### src/rtl/seg7_display_driver.sv
// seg7_display_driver: frame-coherent multiplexed active-low hex display driver with dead-time and leading-zero blanking
module seg7_display_driver #(
  parameter int WORD_W      = 8,
  parameter int REFRESH_DIV = 1000,
  parameter int DEAD        = 2,
  parameter int DIGITS      = WORD_W / 4
) (
  input  logic              clock,
  input  logic              reset,
  input  logic [WORD_W-1:0] display,
  input  logic              blank_lz,
  output logic [6:0]        seg,
  output logic [DIGITS-1:0] an,
  output logic              frame
);
  localparam int CW = REFRESH_DIV > 1 ? $clog2(REFRESH_DIV) : 1;
  localparam int DW = DIGITS > 1 ? $clog2(DIGITS) : 1;
  localparam logic [6:0] HEX [16] = '{
    7'h40, 7'h79, 7'h24, 7'h30, 7'h19, 7'h12, 7'h02, 7'h78,
    7'h00, 7'h10, 7'h08, 7'h03, 7'h46, 7'h21, 7'h06, 7'h0E
  };
  logic [CW-1:0]     cnt_q, cnt_d;
  logic [DW-1:0]     dig_q, dig_d;
  logic [WORD_W-1:0] shadow_q, shadow_d;
  logic [DIGITS-1:0] an_q, an_d, blank;
  logic [6:0]        seg_q, seg_d;
  logic              frame_q, frame_d, tick, off, acc;
  logic [3:0]        nib;
  always_comb begin
    tick     = cnt_q == CW'(REFRESH_DIV - 1);
    cnt_d    = tick ? '0 : cnt_q + 1'b1;
    dig_d    = tick ? (dig_q == DW'(DIGITS - 1) ? '0 : dig_q + 1'b1) : dig_q;
    frame_d  = tick && dig_q == DW'(DIGITS - 1);
    shadow_d = frame_d ? display : shadow_q;
    acc      = 1'b1;
    blank    = '0;
    for (int i = DIGITS - 1; i >= 0; i--) begin
      acc      = acc & (shadow_q[4*i +: 4] == 4'd0);
      blank[i] = blank_lz & acc & (i != 0);
    end
    nib   = shadow_q[{dig_q, 2'b00} +: 4];
    off   = cnt_q < CW'(DEAD) || blank[dig_q];
    an_d  = off ? '1 : ~(DIGITS'(1) << dig_q);
    seg_d = off ? 7'h7F : HEX[nib];
  end
  always_ff @(posedge clock) begin
    if (reset) begin
      cnt_q    <= '0;
      dig_q    <= '0;
      shadow_q <= '0;
      an_q     <= '1;
      seg_q    <= 7'h7F;
      frame_q  <= 1'b0;
    end else begin
      cnt_q    <= cnt_d;
      dig_q    <= dig_d;
      shadow_q <= shadow_d;
      an_q     <= an_d;
      seg_q    <= seg_d;
      frame_q  <= frame_d;
    end
  end
  assign an    = an_q;
  assign seg   = seg_q;
  assign frame = frame_q;
endmodule

### config.mk
export PLATFORM = sky130hd
export DESIGN_NAME = seg7_display_driver
export DESIGN_NICKNAME = d
export VERILOG_FILES = /design/src/rtl/seg7_display_driver.sv
export SDC_FILE = /design/constraint.sdc
export NUM_CORES = 1
export LEC_CHECK = 0
export CAP_MARGIN = 20
export CORE_UTILIZATION = 40
export CTS_BUF_LIST = sky130_fd_sc_hd__clkbuf_16
export CTS_CLUSTER_SIZE = 28
export DETAILED_ROUTE_END_ITERATION = 8
export HOLD_SLACK_MARGIN = 0.02
export MAX_ROUTING_LAYER = met4
export PLACE_DENSITY = 0.61
export SETUP_SLACK_MARGIN = 0.02
export SYNTH_ARGS = -nofsm -noshare
export SYNTH_HDL_FRONTEND = slang
export SYNTH_SLANG_ARGS = --single-unit
### constraint.sdc
create_clock -name clock -period 2.2 [get_ports clock]
set_input_delay 0.44 -clock clock [delete_from_list [all_inputs] [get_ports clock]]
set_output_delay 0.44 -clock clock [all_outputs]
set_load 0.02 [all_outputs]
==> results.py <==
metrics = {
    "timing": {
        "rsz0062_at_grt": "false",
        "tns_ns": 0,
        "fin_crit_ns": 1.748,
        "fin_worst_skew_ns": 0.003640,
        "finalHoldViolations": 0,
        "setup_violations": 0,
        "final_max_slew_viol_count": 0,
        "relSlewSlack": 0.6480,
        "clock.fmax_mhz": 572.0,
        "tightest_slew_ns": 0.5169,
        "finalCritPeriodShare": 0.7946,
        "whs_ns": 0.4471,
    },
    "cts": {
        "clock_sinks": 29,
        "ctsHoldBuffers": 0,
        "clkTransAtPathRegs_ns": 0.05,
        "insertion_delay_ns": 0.27,
        "cts_setup_buffers": 0,
        "cts_tree": "yes",
        "clock_path_buffers": 2,
        "numCtsBuffers": 5,
        "cts-root-buf": "clkbuf_16",
        "ctsHtreeMaxLevel": 2,
        "cts_resized": 0,
    },
    "floorplanning": {
        "die_area_mm2": 0.003582,
        "pin_count": 21,
        "die_x_um": 59.85,
        "die_height_um": 59.85,
        "coreArea_mm2": 0.003103,
        "rows": 20,
        "start_util": 0.4315,
    },
    "yosys": {
        "syn_area_mm2": 0.001339,
        "synth_flop_cell": "dfxtp_1",
        "synth_top_family_by_area": "simple AND/OR/NAND/NOR gates",
        "synth_xor_xnor_area_share": 0.06542,
        "yosysWarnings": 0,
        "yosys.area_share.simple": 0.1701,
        "synthArstFlopShare": 0,
        "synth_compound_area_frac": 0.1430,
        "synthDistinctLibCells": 35,
        "ys_seq_area_frac": 0.4336,
        "syn_area_per_cell_um2": 10.54,
        "synthCells": 127,
        "synth-adder-area-share": 0.06542,
        "synth_edf_count": 0,
        "postSynthNetCount": 145,
        "ys_ff_latch": 29,
        "synthMuxAreaShare": 0.06449,
    },
    "setup_path": {
        "path_max_fanout": 6,
        "worst_setup_path_end_kind": "register",
        "cp.required_ns": 2.34,
        "startpoint": "dig_q",
        "reg2reg_to": "seg[0]",
        "cp_data_arrival_time_ns": 1.89,
        "critical_path_class": "register to register",
        "rrSetupSlack_ns": 0.45,
        "startpoint_type": "register",
        "r2r_cells": 5,
        "r2r_start": "dig_q",
    },
    "global_route": {
        "grt_pass1_wl_um": 4367,
        "grt_max_degree": 16,
        "grt_pass1_vias": 983,
        "grt-ovfl-total": 0,
        "globalRouteTotalUtil": 0.1791,
        "antenna_found_initial": 0,
    },
    "pwr": {
        "p_sw_frac": 0.2077,
        "net-switching-power_mw": 0.2609,
        "p_clk_frac": 0.487,
        "leakage_nw": 0.6110,
        "power_density_mw_per_mm2": 748.2,
        "peakVddDrop_mv": 0.4293,
        "comb_power_share": 0.075,
        "intPower_mw": 0.9954,
        "seq_power_share": 0.438,
    },
    "hold_path": {
        "min_from": "cnt_q[0]",
        "min_to": "cnt_q[0]",
        "hold_depth": 1,
        "min_path_type": "register to register",
    },
    "final_layout": {
        "final_cell_mix": "dfxtp_1, clkdlybuf4s50_1, nor2_1",
        "final_common_cell": "dfxtp_1",
        "layout.nets": 168,
        "layout-drive-gt1-share": 0.09333,
        "antenna_cells": 0,
        "nFillCells": 302,
        "syn_to_final_growth_pct": 25.42,
        "design_area_mm2": 0.001679,
    },
    "place": {
        "placed_cell_area_mm2": 0.001546,
        "place_hpwl_um": 1837,
        "port_buffers": 20,
        "place.gp.congestion": 0.8034,
    },
    "drt": {
        "viasPerCell": 5.026,
        "drt_pass1_iterations": 4,
        "wl_um": 2507,
        "ant_nets": 0,
        "vias": 975,
        "drc": 0,
        "first_iter_violations": 30,
        "post_drt_wl_per_cell_um": 12.92,
    },
    "job": {
        "maxCapViolations": 0,
    },
    "status": {
        "outcome": "finished, final reports clean",
    },
}
==> worst max path at each step <==
stage / end / slack, ns / cells after the start
2_1_floorplan: seg[0] / 0.52 / 6
3_3_place_gp: seg[5] / 0.37 / 4
3_5_place_dp: seg[6] / 0.27 / 3
4_1_cts: seg[0] / 0.46 / 5
5_1_grt: seg[4] / 0.37 / 6
6_report: seg[0] / 0.45 / 5
==> power groups by stage <==
stage / clock, mW / combinational [mW] / sequential (mW)
after global placement: 0 / 0.0926 / 0.561
after detailed placement: 0 / 0.0950 / 0.561
after global routing: 0.658 / 0.103 / 0.551
final: 0.612 / 0.0937 / 0.550
after floorplan: 0 / 0.0375 / 0.575
after CTS: 0.631 / 0.0952 / 0.551
==> registers in the layout, indices dropped and copies added (netlist names) <==
| register | cells |
|---|---|
| seg | 7 |
| frame | 1 |
| cnt_q | 10 |
| dig_q | 1 |
| an | 2 |
| shadow_q | 8 |
==> final cells by class <==
type / count / area [um^2] / share of cell area
clock buffer: 5 / 125.1 / 0.07452
clock inverter: 2 / 7.507 / 0.004471
inverter: 6 / 22.52 / 0.01341
multi-input combinational: 87 / 680.7 / 0.4054
sequential: 29 / 580.6 / 0.3458
tap: 44 / 55.05 / 0.03279
timing repair buffer: 21 / 207.7 / 0.1237
==> cell usage after synthesis, types with 2 or more instances <==
cell type / count / area share
o221ai_1: 5 / 0.033
mux2_2: 3 / 0.025
dfxtp_1: 29 / 0.43
nand3_1: 3 / 0.011
nand2_1: 11 / 0.031
nor2_1: 13 / 0.036
ha_1: 7 / 0.065
xnor2_1: 7 / 0.046
buf_6: 2 / 0.017
nor4_1: 2 / 0.0093
inv_1: 6 / 0.017
o211ai_1: 2 / 0.011
a21oi_1: 2 / 0.0075
mux2i_1: 3 / 0.022
a22o_1: 8 / 0.052
nor3_1: 3 / 0.011
xor2_1: 3 / 0.020
==> layer usage <==
layer / track usage / vias to the layer above / share of wire
li1: - / 494 / -
met1: 0.1852 / 448 / 0.44
met2: 0.2810 / 27 / 0.48
met3: 0.08225 / 6 / 0.060
met4: 0.09967 / 0 / 0.023
met5: - / - / 0
==> worst max-delay path: stages (launching register included) <==
cell and delay, ns:
dfxtp_1 0.39, mux2_2 0.42, ha_1 0.27, or3_1 0.38
o221ai_1 0.09, nand2_1 0.07
==> per-stage QoR <==
step                setup WS, ns  power (mW)  utilization  std cells
floorplan                 0.5172      0.6129            -        127
global placement          0.3665      0.6536       0.4984        187
detailed placement        0.2713      0.6558       0.4984        187
CTS                       0.4556       1.276       0.5411        194
global route              0.3702       1.312       0.5411        194
finish                    0.4519       1.256       0.5411        194
==> kinds of logic after synthesis <==
group / after synthesis
AO/OA/AOI/OAI: 21
XOR/XNOR: 10
adder cells (fa/ha/maj): 7
buffers and inverters: 11
flip-flops: 29
multiplexers: 7
AND/OR/NAND/NOR: 42
Note: power is estimated with default switching activity, not from simulation.
